**config.mk**
```make
export PLATFORM = sky130hd
export DESIGN_NAME = sram_arbiter
export DESIGN_NICKNAME = d
export VERILOG_FILES = /design/src/rtl/sram_arb_pkg.sv /design/src/rtl/sram_phase_timer.sv /design/src/rtl/sram_arbiter.sv
export SDC_FILE = /design/constraint.sdc
export NUM_CORES = 1
export LEC_CHECK = 0
export CAP_MARGIN = 30
export CORE_MARGIN = 1.5
export CORE_UTILIZATION = 47
export DETAILED_ROUTE_END_ITERATION = 12
export GPL_TIMING_DRIVEN = 0
export PLACE_DENSITY = 0.83
export SLEW_MARGIN = 5
export SYNTH_ARGS = -nofsm -noshare
export SYNTH_HDL_FRONTEND = slang
export SYNTH_SLANG_ARGS = --single-unit
export TNS_END_PERCENT = 30
```
**constraint.sdc**
```tcl
create_clock -name clk -period 4.4 [get_ports clk]
set_input_delay 1.1 -clock clk [delete_from_list [all_inputs] [get_ports clk]]
set_output_delay 1.1 -clock clk [all_outputs]
set_load 0.1 [all_outputs]
```
**src/rtl/sram_arb_pkg.sv**
```systemverilog
// Shared state type, cartridge size limits and VP address mirroring for the SRAM arbiter.
// SRAM_ARB_READBACK_EN adds the post-write verify state.
package sram_arb_pkg;

    localparam logic [15:0] CART_2K_LIMIT = 16'h1000;
    localparam logic [15:0] CART_4K_LIMIT = 16'h2000;

`ifdef SRAM_ARB_READBACK_EN
    typedef enum logic [2:0] {
        StIdle,
        StRd,
        StWrSetup,
        StWrPulse,
        StWrHold,
        StVerify
    } arb_state_e;
`else
    typedef enum logic [2:0] {
        StIdle,
        StRd,
        StWrSetup,
        StWrPulse,
        StWrHold
    } arb_state_e;
`endif

    // Small carts alias their upper address bits back onto the loaded image.
    function automatic logic [12:0] mirror_addr(input logic [12:0] vp_addr,
                                                input logic [15:0] cart_size);
        logic gt2k;
        logic gt4k;
        gt2k = (cart_size >= CART_2K_LIMIT);
        gt4k = (cart_size >= CART_4K_LIMIT);
        return {vp_addr[12] & gt4k, vp_addr[11] & gt2k, vp_addr[10:0]};
    endfunction

endpackage

```
**src/rtl/sram_phase_timer.sv**
```systemverilog
// Loadable down-counter that times each arbiter phase; done_o is high when the count is zero.
module sram_phase_timer #(
    parameter int unsigned CNT_W = 8
) (
    input  logic             clk,
    input  logic             reset,
    input  logic             load_i,
    input  logic [CNT_W-1:0] load_val_i,
    output logic             done_o
);

    logic [CNT_W-1:0] cnt_q, cnt_d;

    always_comb begin
        cnt_d = cnt_q;
        if (load_i) begin
            cnt_d = load_val_i;
        end else if (cnt_q != '0) begin
            cnt_d = cnt_q - 1'b1;
        end
    end

    always_ff @(posedge clk) begin
        if (reset) begin
            cnt_q <= '0;
        end else begin
            cnt_q <= cnt_d;
        end
    end

    assign done_o = (cnt_q == '0);

endmodule

```
**src/rtl/sram_arbiter.sv**
```systemverilog
// Shares one 8-bit SRAM between timed loader writes and mirrored VP cartridge reads.
// Define SRAM_ARB_READBACK_EN to read back each write and flag mismatches on wr_err_o.
module sram_arbiter
    import sram_arb_pkg::*;
#(
    parameter int unsigned ADDR_W    = 19,
    parameter int unsigned SETUP_CYC = 1,
    parameter int unsigned PULSE_CYC = 2,
    parameter int unsigned HOLD_CYC  = 1,
    parameter int unsigned RD_CYC    = 2
) (
    input  logic              clk,
    input  logic              reset,
    input  logic              ld_req_i,
    input  logic [ADDR_W-1:0] ld_addr_i,
    input  logic [7:0]        ld_data_i,
    output logic              ld_ack_o,
    input  logic [12:0]       vp_addr_i,
    input  logic              vp_en_n_i,
    output logic [7:0]        vp_data_o,
    output logic              vp_valid_o,
    input  logic [15:0]       cart_size_i,
    output logic [ADDR_W-1:0] sram_addr_o,
    output logic [7:0]        sram_dout_o,
    output logic              sram_doe_o,
    input  logic [7:0]        sram_din_i,
    output logic              sram_we_n_o,
    output logic              busy_o,
    output logic              wr_err_o
);

    localparam int unsigned CNT_W = 8;
    localparam logic [CNT_W-1:0] SetupLd = CNT_W'(SETUP_CYC - 1);
    localparam logic [CNT_W-1:0] PulseLd = CNT_W'(PULSE_CYC - 1);
    localparam logic [CNT_W-1:0] HoldLd  = CNT_W'(HOLD_CYC - 1);
    localparam logic [CNT_W-1:0] RdLd    = CNT_W'(RD_CYC - 1);

    arb_state_e        state_q, state_d;
    logic [ADDR_W-1:0] addr_q, addr_d;
    logic [7:0]        dout_q, dout_d;
    logic [7:0]        vp_data_q, vp_data_d;
    logic              vp_valid_q, vp_valid_d;
    logic [12:0]       tag_q, tag_d;
    logic              tag_vld_q, tag_vld_d;

    logic              tmr_load;
    logic [CNT_W-1:0]  tmr_val;
    logic              tmr_done;
    logic              capture;
    logic              ld_ack;
    logic [12:0]       eff_addr;
    logic              rd_req;

    sram_phase_timer #(
        .CNT_W(CNT_W)
    ) u_timer (
        .clk       (clk),
        .reset     (reset),
        .load_i    (tmr_load),
        .load_val_i(tmr_val),
        .done_o    (tmr_done)
    );

    assign eff_addr = mirror_addr(vp_addr_i, cart_size_i);
    // Re-reading an address already presented on vp_data is skipped.
    assign rd_req   = !vp_en_n_i && (!tag_vld_q || (eff_addr != tag_q));

`ifdef SRAM_ARB_READBACK_EN
    logic verify_chk;
    logic err_q, err_d;
`endif

    always_comb begin
        state_d  = state_q;
        addr_d   = addr_q;
        dout_d   = dout_q;
        tmr_load = 1'b0;
        tmr_val  = '0;
        capture  = 1'b0;
        ld_ack   = 1'b0;
`ifdef SRAM_ARB_READBACK_EN
        verify_chk = 1'b0;
`endif
        unique case (state_q)
            StIdle: begin
                if (rd_req) begin
                    state_d  = StRd;
                    addr_d   = ADDR_W'(eff_addr);
                    tmr_load = 1'b1;
                    tmr_val  = RdLd;
                end else if (ld_req_i) begin
                    state_d  = StWrSetup;
                    addr_d   = ld_addr_i;
                    dout_d   = ld_data_i;
                    tmr_load = 1'b1;
                    tmr_val  = SetupLd;
                end
            end
            StRd: begin
                if (tmr_done) begin
                    capture = 1'b1;
                    state_d = StIdle;
                end
            end
            StWrSetup: begin
                if (tmr_done) begin
                    state_d  = StWrPulse;
                    tmr_load = 1'b1;
                    tmr_val  = PulseLd;
                end
            end
            StWrPulse: begin
                if (tmr_done) begin
                    state_d  = StWrHold;
                    tmr_load = 1'b1;
                    tmr_val  = HoldLd;
                end
            end
            StWrHold: begin
                if (tmr_done) begin
`ifdef SRAM_ARB_READBACK_EN
                    state_d  = StVerify;
                    tmr_load = 1'b1;
                    tmr_val  = RdLd;
`else
                    ld_ack  = 1'b1;
                    state_d = StIdle;
`endif
                end
            end
`ifdef SRAM_ARB_READBACK_EN
            StVerify: begin
                if (tmr_done) begin
                    verify_chk = 1'b1;
                    ld_ack     = 1'b1;
                    state_d    = StIdle;
                end
            end
`endif
            default: state_d = StIdle;
        endcase
    end

    always_comb begin
        vp_data_d  = vp_data_q;
        vp_valid_d = capture;
        tag_d      = tag_q;
        tag_vld_d  = tag_vld_q;
        if (vp_en_n_i) begin
            vp_data_d = 8'hFF;
            tag_vld_d = 1'b0;
        end else if (capture) begin
            vp_data_d = sram_din_i;
            tag_d     = addr_q[12:0];
            tag_vld_d = 1'b1;
        end
    end

    always_ff @(posedge clk) begin
        if (reset) begin
            state_q    <= StIdle;
            addr_q     <= '0;
            dout_q     <= '0;
            vp_data_q  <= 8'hFF;
            vp_valid_q <= 1'b0;
            tag_q      <= '0;
            tag_vld_q  <= 1'b0;
        end else begin
            state_q    <= state_d;
            addr_q     <= addr_d;
            dout_q     <= dout_d;
            vp_data_q  <= vp_data_d;
            vp_valid_q <= vp_valid_d;
            tag_q      <= tag_d;
            tag_vld_q  <= tag_vld_d;
        end
    end

`ifdef SRAM_ARB_READBACK_EN
    assign err_d = err_q | (verify_chk && (sram_din_i != dout_q));

    always_ff @(posedge clk) begin
        if (reset) begin
            err_q <= 1'b0;
        end else begin
            err_q <= err_d;
        end
    end

    assign wr_err_o   = err_q;
    assign sram_doe_o = (state_q == StWrSetup) || (state_q == StWrPulse) ||
                        (state_q == StWrHold);
`else
    assign wr_err_o   = 1'b0;
    assign sram_doe_o = (state_q == StWrSetup) || (state_q == StWrPulse) ||
                        (state_q == StWrHold);
`endif

    assign sram_we_n_o = (state_q != StWrPulse);
    assign sram_addr_o = addr_q;
    assign sram_dout_o = dout_q;
    assign busy_o      = (state_q != StIdle);
    assign ld_ack_o    = ld_ack;
    assign vp_data_o   = vp_data_q;
    assign vp_valid_o  = vp_valid_q;

endmodule

```
After elaboration in Yosys (flattened, before gate mapping)
Index checks and enable logic that the tools add are counted.
{"block": "op_classes", "add_sub_neg": 1, "bitwise": 4, "div": 0, "reduce_logical": 19, "n_lt_le_gt_ge": 2, "eq_ne": 10, "multipliers": 0, "shift": 0, "mux": 19}
{"operator": "2-to-1 mux 19 bit", "n": 2}
{"operator": ">= comparator 16 x 13 -> 1 bit (second input constant)", "n": 1}
{"operator": ">= comparator 16 x 14 -> 1 bit (second input constant)", "n": 1}
{"operator": "2-to-1 mux 8 bit", "n": 2}
{"operator": "2-to-1 mux 3 bit", "n": 5}
{"operator": "inequality test 13 bit", "n": 1}
{"operator": "case mux 3 bit (4 select lines)", "n": 1}
{"operator": "logical NOT 8 bit", "n": 1}
{"operator": "nonzero test 8 bit", "n": 1}
{"operator": "subtractor 8 x 1 -> 8 bit (second input constant)", "n": 1}
{"operator": "2-to-1 mux 1 bit", "n": 7}
{"operator": "equality test 3 x 2 -> 1 bit (second input constant)", "n": 2}
{"operator": "OR reduction 2 bit", "n": 3}
{"operator": "inequality test 2 bit (second input constant)", "n": 2}
{"operator": "case mux 1 bit (2 select lines)", "n": 2}
{"operator": "AND reduction 2 bit", "n": 2}
{"operator": "AND reduction 4 bit", "n": 1}
{"operator": "nonzero test 2 bit", "n": 2}
{"operator": "equality test 3 x 1 -> 1 bit (second input constant)", "n": 1}
{"operator": "equality test 3 bit (second input constant)", "n": 1}
{"operator": "logical NOT 3 bit", "n": 1}
{"operator": "logical OR 1 bit", "n": 3}
{"operator": "inequality test 3 x 2 -> 1 bit (second input constant)", "n": 1}
{"operator": "inequality test 3 bit (second input constant)", "n": 1}
{"operator": "other kinds (7)", "n": 10}
{"block": "word_totals", "regBits": 61, "wordCells": 63, "memories": 0, "out_inout_bits": 41, "input_bits": 68, "romBits": 0, "ramBits": 0, "latch_bits": 0}

Logic depth before layout (Yosys ltp)
Gate-level depths: netlist of the first run.
{"block": "depth", "word_depth": 8, "depth_mapped": 9, "mapped_depth_nobuf": 7}

Hierarchy
From an unflattened synthesis of the first run, not the netlist that was laid out.
{"block": "hier_totals", "cells_unflattened": 375, "hier_area_um2": 3022.9}
{"module": "sram_arbiter", "instances": 1, "cells_per_inst": 322, "area_per_inst_um2": 2547.4, "seq_area_each_um2": 1061.0}
{"module": "sram_phase_timer", "instances": 1, "cells_per_inst": 53, "area_per_inst_um2": 475.5, "seq_area_each_um2": 160.2}

Least setup slack after synthesis of the first run
OpenSTA, ideal clock, no wires.
{"block": "synth_path", "kind": "register -> output", "from": "register u_timer.cnt_q[2]", "to": "output ld_ack_o", "setup_slack_ps": 519, "n_path_buf": 1, "arrival_time_ps": 2781, "required_time_ps": 3300, "path_stages_with_launch": 5, "cell_sequence": "dfxtp_1 > or4_4 > or4b_4 > buf_6 > nor2_1"}
{"block": "synth_via", "elab_chain_cells": 3}
{"item": "from (decl)", "line": "sram_phase_timer.sv:12", "source": "logic [CNT_W-1:0] cnt_q, cnt_d;"}
{"item": "from (signal assigned)", "line": "sram_phase_timer.sv:27", "source": "cnt_q <= cnt_d;"}
{"item": "logical NOT 8 bit", "line": "sram_phase_timer.sv:31", "source": "assign done_o = (cnt_q == '0);"}
{"item": "2-to-1 mux 1 bit", "line": "sram_arbiter.sv:120", "source": "if (tmr_done) begin"}
{"item": "2-to-1 mux 1 bit", "line": "sram_arbiter.sv:84", "source": "unique case (state_q)"}
{"item": "to (decl)", "line": "sram_arbiter.sv:17", "source": "output logic ld_ack_o,"}
Every way passes these cells.

Worst setup path after layout of the first run
Same ends and word-level chain as after synthesis.

==> results of run 1 <==
-- cells in the mapped netlist, drive strengths merged (2+ instances only) --
master and count:
buf 7, clkbuf 15, a21oi 21, nor4b 2, nand4 2, nand2 37
mux2 2, nor3 10, dfxtp 61, o21ai 15, mux2i 20, nand2b 3
o22ai 8, or4 2, or4b 2, a211oi 15, inv 21, xnor2 15
nor4 2, nand3 11, nor2b 6, ha 2, a31oi 4, nor2 38
-- area by class of cell --
| type | count | area share [%] |
|---|---|---|
| multi-input cells | 228 | 34.38 |
| flip-flops and latches | 61 | 30.31 |
| repair buffers | 94 | 23.35 |
| clock buffers | 11 | 3.261 |
| plain buffers | 22 | 2.640 |
| well taps | 72 | 2.236 |
| inverters | 21 | 1.957 |
| clock inverters | 5 | 1.863 |
-- state kept, by name, summed over array words and instances, names as in the netlist --
signal / flops
sram_addr_o: 19
tag_q: 13
sram_dout_o: 8
tag_vld_q: 1
u_timer.cnt_q: 8
vp_data_o: 8
state_q: 3
vp_valid_o: 1
-- critical path, stage by stage (launching register included) --
cell and delay, ns:
dfxtp_1 0.35, or4_4 0.57, or4b_4 0.53, buf_6 0.15
nor2_1 0.09, clkdlybuf4s50_1 1.13
-- path summary, 6_finish.rpt --
check	to	from	slack, ns
hold reg to reg	vp_data_o[0]$_SDFFE_PP1P_	vp_data_o[0]$_SDFFE_PP1P_	0.46
hold / removal	vp_data_o[0]$_SDFFE_PP1P_	vp_data_o[0]$_SDFFE_PP1P_	0.46
setup reg to reg	sram_addr_o[3]$_SDFFE_PP0P_	tag_q[12]$_SDFFE_PP0P_	1.69
setup / recovery	ld_ack_o	u_timer.cnt_q[2]$_SDFFE_PP0P_	0.15
-- power by group --
part	total (mW)	switching, mW	internal, mW
logic	1.67	1.16	0.513
registers	0.765	0.0917	0.674
clock network	0.529	0.213	0.316
total	2.97	1.46	1.50
-- metrics by stage --
step                      setup slack, ns  power, mW  instances  area, sq um
final                              0.1507      2.965        514         4029
after global placement             0.5304      2.404        498         3822
after floorplan                    0.5194      2.050        332         2791
after global routing              0.06924      3.128        514         4029
after detailed placement           0.4874      2.436        498         3822
after CTS                          0.1378      2.972        514         4029
-- layer usage --
layer	vias up	GRT usage [%]
met3	15	6.364
li1	1350	-
met1	1258	31.75
met2	98	40.92
met5	-	0
met4	0	10.69
-- logic make-up after synthesis --
logic type	after synthesis	synth area share, %
AND/OR/NAND/NOR	117	20.22
AO/OA/AOI/OAI	71	15.69
flip-flops	61	43.75
buffers and inverters	43	6.634
multiplexers	22	7.978
XOR/XNOR	15	4.707
adder cells (fa/ha/maj)	2	0.8963
other	1	0.1343
==> metrics.md, run 1 <==
| Metric | Value |
|---|---|
| Routed vias/inst | `5.294` |
| Synth warnings | `0` |
| Number of max-cap violations | `0` |
| Pleak | `1.592 nW` |
| Syn Std Cell Area | `0.002791 sq mm` |
| Worst Skew | `0.005130 ns` |
| Worst hold path class | `reg2reg` |
| Root Driver | `clkbuf_8` |
| # DRC | `0` |
| DIE AREA | `0.006410 sq mm` |
| CTS max path bufs | `2` |
| Area grow syn2layout | `44.33%` |
| Cts hold-fix bufs | `0` |
| GRT overflow | `0` |
| Combined area of the multi-input logic cells | `0.001385 sq mm` |
| CP required | `3.30 ns` |
| Antenna cells | `0` |
| Critical Path Sink Type | `primary output` |
| Total number of vias | `2721` |
| Ranking of synthesized cells by area | `dfxtp_1 (44%), mux2i_1 (7.2%), nand2_1 (5.0%), nor2_1 (5.0%), xnor2_1 (4.7%)` |
| Wire length per cell | `14.46 um` |
| Initial antenna violation count | `0` |
| Largest net degree at the start of global routing | `11` |
| Post-CTS setup buffers | `0` |
| Final min period | `4.249 ns` |
| Ys async rst share | `0%` |
| Gr usage total | `25.25%` |
| Post-detailed-route count of antenna-violating nets | `0` |
| Critical path startpoint category | `register` |
| Setup TNS | `0 ns` |
| TritonCTS Buffers | `9` |
| Cells after synthesis | `332` |
| Fmax | `0.2353 GHz` |
| Distinct cells, synth | `46` |
| Mean Syn Cell Area | `8.408 sq um` |
| Top-area cell type share of the netlist area | `43.75%` |
| Power per cell area | `736.0 mW/mm^2` |
| Yosys top cell by area | `dfxtp_1` |
| Synthesized flop and latch total | `61` |
| Total number of H-tree levels | `3` |
| Register area share after synthesis | `43.75%` |
| TritonRoute pass-1 iters | `5` |
| Post-Route M1 WL | `3.252 mm` |
| Fin. Hold Viols | `0` |
| R2R depth | `7` |
| Uppermost layer routed | `met4` |
| First-pass GRT wire length | `12.34 mm` |
| EDFF count, synth | `0` |
| Synth Net Count | `402` |
| Layout cell share with drive strength beyond 1 | `7.240%` |
| Worst Tran Pin Value | `0.9966 ns` |
| Setup-failing EPs final | `0` |
| Slew margin rel. | `33.35%` |
| Most frequent cells in the layout | `clkdlybuf4s50_1 (94), dfxtp_1 (61), nor2_1 (37), nand2_1 (37), inv_1 (21)` |
| Crit path DAT | `3.15 ns` |
| Peak VDD IR | `459.6 uV` |
| RSZ-0062 raised after global routing | `false` |
| CP max FO | `6` |
| Final Max Tran Viols | `0` |
| CTS sink cnt | `61` |
| Clock transition at path regs | `0.07 ns` |
| Num rows | `27` |
| Die Ht | `80.07 um` |
| Routed met3 length | `529 um` |
| CTS resizes | `0` |
| Hold Path Stages | `2` |
| Core ar. | `0.005608 sq mm` |
| CTS tree | `done` |
| I/O Buffers | `94` |
| Fill count | `455` |
| Worst-skew pair later-pin latency | `0.34 ns` |
| Final wirelength | `7.430 mm` |
| Status | `finished clean` |
| Layout Nets | `507` |
| Critical path class | `reg2out` |
| Final GP Congestion | `0.8525` |
| Top Ports | `109` |
| Initial Util | `49.78%` |
| Tcrit/Tclk final | `96.57%` |
| Hold_ws | `0.4638 ns` |
| Met2 WL | `3.511 mm` |
| Vias in the first global route | `2639` |
| Flip-flop and latch area | `0.001221 sq mm` |
| Fin util | `71.84%` |
| Commonest non-fill, non-tap cell in the layout | `clkdlybuf4s50_1` |
| Die X | `80.07 um` |
| DP HPWL | `5.547 mm` |
| DR iter-0 viols | `206` |
| Ys flop type | `dfxtp_1` |
Note: power is estimated with default switching activity, not from simulation.
==> inputs of run 2 (changes only) <==
Settings changed: CTS_CLUSTER_DIAMETER set to 50, RECOVER_POWER set to 25.
==> run 2 against run 1 <==
  * Cell count did not move
  * Clock-buffer cell count did not move
  * Critical path depth did not move
  * Setup slack got worse by 0.011 ns
  * Final area fell by 0.78%
  * Sequential share of layout area rose by 0.24 points
  * Via count rose by 0.92%
  * Wire length rose by 0.19%
==> metrics.md, run 2 (synthesized netlist as in run 1, its figures left out) <==
| Metric | Value |
|---|---|
| Routed vias/inst | `5.342` |
| Fill count | `461` |
| Total number of vias | `2746` |
| CP max FO | `6` |
| Core ar. | `0.005608 sq mm` |
| First-pass GRT wire length | `12.34 mm` |
| TritonCTS Buffers | `9` |
| Layout Nets | `507` |
| Commonest non-fill, non-tap cell in the layout | `clkdlybuf4s50_1` |
| Final Max Tran Viols | `0` |
| Initial antenna violation count | `0` |
| DR iter-0 viols | `239` |
| Total Power | `2.940 mW` |
| Worst-skew pair later-pin latency | `0.34 ns` |
| DIE AREA | `0.006410 sq mm` |
| Fin. Hold Viols | `0` |
| Largest net degree at the start of global routing | `11` |
| Fin cells | `514` |
| Tcrit/Tclk final | `96.82%` |
| Most frequent cells in the layout | `clkdlybuf4s50_1 (93), dfxtp_1 (61), nor2_1 (38)` |
| Crit path DAT | `3.16 ns` |
| I/O Buffers | `94` |
| CP required | `3.30 ns` |
| Cts hold-fix bufs | `0` |
| TritonRoute pass-1 iters | `5` |
| Post-CTS setup buffers | `0` |
| Initial Util | `49.78%` |
| Die Ht | `80.07 um` |
| Num rows | `27` |
| CTS max path bufs | `2` |
| Total number of H-tree levels | `3` |
| Die X | `80.07 um` |
| Peak VDD IR | `460.4 uV` |
| Layout cell share with drive strength beyond 1 | `5.656%` |
| Flip-flop and latch area | `0.001221 sq mm` |
| Combined area of the multi-input logic cells | `0.001364 sq mm` |
| Crit-path cells | `or4_4 -> or4b_1 -> buf_6 -> nor2_1 -> clkdlybuf4s50_1` |
| Area grow syn2layout | `43.21%` |
| Worst Skew | `0.006843 ns` |
| Power per cell area | `735.4 mW/mm^2` |
| Worst path max stage delay | `1.14 ns` |
| Root Driver | `clkbuf_8` |
| RSZ-0062 raised after global routing | `false` |
| Vias in the first global route | `2639` |
| Crit path max-delay cell type | `clkdlybuf4s50_1` |
| Status | `finished clean` |
| Number of max-cap violations | `0` |
| Critical Path Sink Type | `primary output` |
| Wire length per cell | `14.48 um` |
| Critical path startpoint category | `register` |
| Setup TNS | `0 ns` |
| Critical path class | `reg2out` |
| Final min period | `4.260 ns` |
| Max reg flops | `19` |
| CTS sink cnt | `61` |
| # DRC | `0` |
| Final GP Congestion | `0.8525` |
| Worst Tran Pin Value | `1.043 ns` |
| Post-detailed-route count of antenna-violating nets | `0` |
| Clock transition at path regs | `0.07 ns` |
| Slew margin rel. | `29.94%` |
| Final wirelength | `7.444 mm` |
| Setup-failing EPs final | `0` |
| CTS resizes | `0` |
| Placed Instances | `498` |
| DP HPWL | `5.547 mm` |
| Worst hold path class | `reg2reg` |
| Pleak | `1.582 nW` |
| GRT overflow | `0` |
| Fmax | `0.2347 GHz` |
| CTS tree | `done` |
| Gr usage total | `25.25%` |
| Top Ports | `109` |
| Antenna cells | `0` |
run 2: final timing paths:
path                                 startpoint                         to  slack [ns]  cells after the start
setup / recovery  u_timer.cnt_q[2]$_SDFFE_PP0P_                   ld_ack_o        0.14                      5
hold reg to reg       vp_data_o[0]$_SDFFE_PP1P_  vp_data_o[0]$_SDFFE_PP1P_        0.46                      2
setup reg to reg  u_timer.cnt_q[2]$_SDFFE_PP0P_      tag_q[9]$_SDFFE_PP0P_        1.43                      8
hold / removal        vp_data_o[0]$_SDFFE_PP1P_  vp_data_o[0]$_SDFFE_PP1P_        0.46                      2
run 2: final cells by class:
type,instances,area share (%)
multi-input cells,228,34.12
repair buffers,94,23.54
clock inverters,5,1.878
clock buffers,11,3.286
plain buffers,22,2.410
inverters,21,1.972
well taps,72,2.254
flip-flops and latches,61,30.55
run 2: per-layer routing:
| metal | vias to the layer above | track usage (%) | part of all wire (%) |
|---|---|---|---|
| met4 | 0 | 10.69 | 1.7 |
| li1 | 1355 | - | - |
| met5 | - | 0 | 0 |
| met1 | 1271 | 31.75 | 44 |
| met2 | 107 | 40.92 | 47 |
| met3 | 13 | 6.364 | 7.5 |
run 2: worst max-delay path: cells and delay by family (launching register included):
family	cells	cell delay [ns]
flops	1	0.35
buf+inv	2	1.29
simple gates	3	1.18
run 2: report_power, final:
group,internal [mW],switching (mW)
logic,0.491,1.15
registers,0.674,0.0903
clock network,0.316,0.214
total,1.48,1.46
run 2: per-stage QoR:
step | cell area, sq um | hold WS [ns] | setup slack [ns] | utilization, %
floorplan | 2791 | 0.4403 | 0.5194 | -
global placement | 3822 | 0.4498 | 0.5304 | 68.16
detailed placement | 3822 | 0.4572 | 0.4874 | 68.16
CTS | 4029 | 0.4695 | 0.1378 | 71.84
global route | 3998 | 0.4846 | 0.05369 | 71.29
finish | 3998 | 0.4645 | 0.1398 | 71.29
==> inputs of run 3 (changes only) <==
Settings changed: CORE_MARGIN 1.5 to unset, CORE_UTILIZATION 47 to 44, PLACE_DENSITY 0.83 to 0.79.
Clock period 4.4 ns to 4.1 ns, I/O delays scaled along.
==> run 3 against run 2 <==
  * Critical path depth did not move
  * Register-to-register slack lost 0.34 ns
  * Sequential share of layout area down 0.057 points
  * Flip-flop and latch count unchanged
  * First-iteration DRC count decreased by 48%
  * Global-route usage down 1.6 points
  * Via count shrank 1.5%
  * Clock skew is essentially flat
  * Wire length shrank 1.5%
  * Cell count increased by 0.58%
  * Hold slack gained 0.0030 ns
  * Critical endpoint unchanged
==> metrics.md, run 3 (synthesized netlist as in run 1, its figures left out) <==
| Metric | Value |
|---|---|
| Clock transition at path regs | `0.06 ns` |
| Combinational share of power | `56.3%` |
| CTS sink cnt | `61` |
| GRT overflow | `0` |
| Net Sw Frac | `49.86%` |
| Tcrit/Tclk final | `95.34%` |
| Worst-skew pair later-pin latency | `0.33 ns` |
| CP required | `3.07 ns` |
| Fmax | `0.2558 GHz` |
| TritonRoute pass-1 iters | `4` |
| Wire length per cell | `14.19 um` |
| Final wirelength | `7.335 mm` |
| Grt peak-use layer | `met2` |
| Largest net degree at the start of global routing | `11` |
| Fin. Hold Viols | `0` |
| I/O Buffers | `94` |
| Crit path DAT | `2.88 ns` |
| Worst Tran Pin Value | `1.079 ns` |
| Met3 GRT Util | `6.889%` |
| Commonest non-fill, non-tap cell in the layout | `clkdlybuf4s50_1` |
| Routed vias/inst | `5.232` |
| Gr usage total | `23.68%` |
| Hold_ws | `0.4675 ns` |
| DR iter-0 viols | `125` |
| RSZ-0062 raised after global routing | `false` |
| Critical Path Sink Type | `primary output` |
| Critical path startpoint category | `register` |
| First-pass GRT wire length | `11.81 mm` |
| Met2 Use GR | `38.25%` |
| Initial antenna violation count | `0` |
| DIE AREA | `0.006667 sq mm` |
| Post-detailed-route count of antenna-violating nets | `0` |
| Hold path start | `vp_data_o[1]$_SDFFE_PP1P_` |
| Most frequent cells in the layout | `clkdlybuf4s50_1 (92), dfxtp_1 (61), nor2_1 (38)` |
| DP HPWL | `5.340 mm` |
| WHS Endpoint | `vp_data_o[1]$_SDFFE_PP1P_` |
| Die X | `81.65 um` |
| Number of max-cap violations | `0` |
| TritonCTS Buffers | `9` |
| Initial Util | `46.32%` |
| CP max FO | `6` |
| Status | `finished clean` |
| Worst R2R Setup Slack | `1.09 ns` |
| Post-CTS setup buffers | `0` |
| Layout Nets | `507` |
| Area grow syn2layout | `43.48%` |
| Final GP Congestion | `0.8116` |
| R2R depth | `8` |
| Final Max Tran Viols | `0` |
| Total number of vias | `2705` |
| Setup TNS | `0 ns` |
| Fill count | `532` |
| Global-route track usage on met1 | `30.64%` |
| Worst reg2reg path startpoint | `u_timer.cnt_q[2]$_SDFFE_PP0P_` |
| Die Ht | `81.65 um` |
| Internal power | `1.583 mW` |
| Root Driver | `clkbuf_8` |
| Num rows | `28` |
| Total number of H-tree levels | `3` |
| Power per cell area | `788.4 mW/mm^2` |
| CTS max path bufs | `2` |
| Slew margin rel. | `27.52%` |
| Antenna cells | `0` |
| Max reg flops | `19` |
| # DRC | `0` |
| Clock power frac | `17.8%` |
| Cts hold-fix bufs | `0` |
| Final min period | `3.909 ns` |
| Pleak | `1.587 nW` |
| Seq pwr share | `25.9%` |
| Hold Path Stages | `2` |
| Core ar. | `0.006026 sq mm` |
| Peak VDD IR | `568.0 uV` |
| CTS resizes | `1` |
| Net Sw Power | `1.574 mW` |
| Worst hold path class | `reg2reg` |
| Critical path class | `reg2out` |
| Layout cell share with drive strength beyond 1 | `5.882%` |
| Setup-failing EPs final | `0` |
| Vias in the first global route | `2554` |
| Top Ports | `109` |
| CTS tree | `done` |
| FF-to-FF End | `tag_q[6]$_SDFFE_PP0P_` |
| Worst Skew | `0.006513 ns` |
-- run 3: stage by stage --
step                std cells  area [sq um]  util [%]  worst slack [ns]  power, mW
floorplan                 332          2791         -            0.2944      2.200
global placement          501          3826     63.50            0.2854      2.584
detailed placement        501          3826     63.50            0.2498      2.619
CTS                       517          4036     66.99            0.2143      3.186
global route              517          4005     66.47           0.07666      3.328
finish                    517          4005     66.47            0.1910      3.157
-- run 3: metal layers --
metal,vias up,part of all wire [%]
met2,108,46
met3,8,7.6
met1,1240,46
met5,-,0
li1,1349,-
met4,0,0.89
-- run 3: power by group through the flow --
stage          logic (mW)  registers [mW]  clock network [mW]
2_1_floorplan       0.835            1.36                   0
3_3_place_gp         1.76           0.825                   0
3_5_place_dp         1.79           0.827                   0
4_1_cts              1.80           0.816               0.566
5_1_grt              1.89           0.836               0.602
6_report             1.78           0.817               0.563
-- run 3: worst max path at each step --
stage / end / start
floorplan: ld_ack_o / u_timer.cnt_q[2]$_SDFFE_PP0P_
global placement: sram_addr_o[7]$_SDFFE_PP0P_ / cart_size_i[14]
detailed placement: sram_addr_o[15]$_SDFFE_PP0P_ / cart_size_i[14]
CTS: ld_ack_o / u_timer.cnt_q[2]$_SDFFE_PP0P_
global route: ld_ack_o / u_timer.cnt_q[2]$_SDFFE_PP0P_
finish: ld_ack_o / u_timer.cnt_q[2]$_SDFFE_PP0P_
-- run 3: area by class of cell --
class	instances	area [sq um]	area share [%]
Sequential cell	61	1221	30.49
Clock buffer	13	168.9	4.217
Timing Repair Buffer	94	939.7	23.46
Clock inverter	3	42.54	1.062
Inverter	21	78.83	1.968
Buffer	22	96.34	2.405
Multi-Input combinational cell	228	1364	34.05
Tap cell	75	93.84	2.343
-- run 3: worst max-delay path, cell delays in order, from the launching register on --
cell	delay (ns)
dfxtp_1	0.34
or4_1	0.59
or4b_4	0.54
buf_6	0.14
nor2_1	0.08
dlygate4sd2_1	0.86
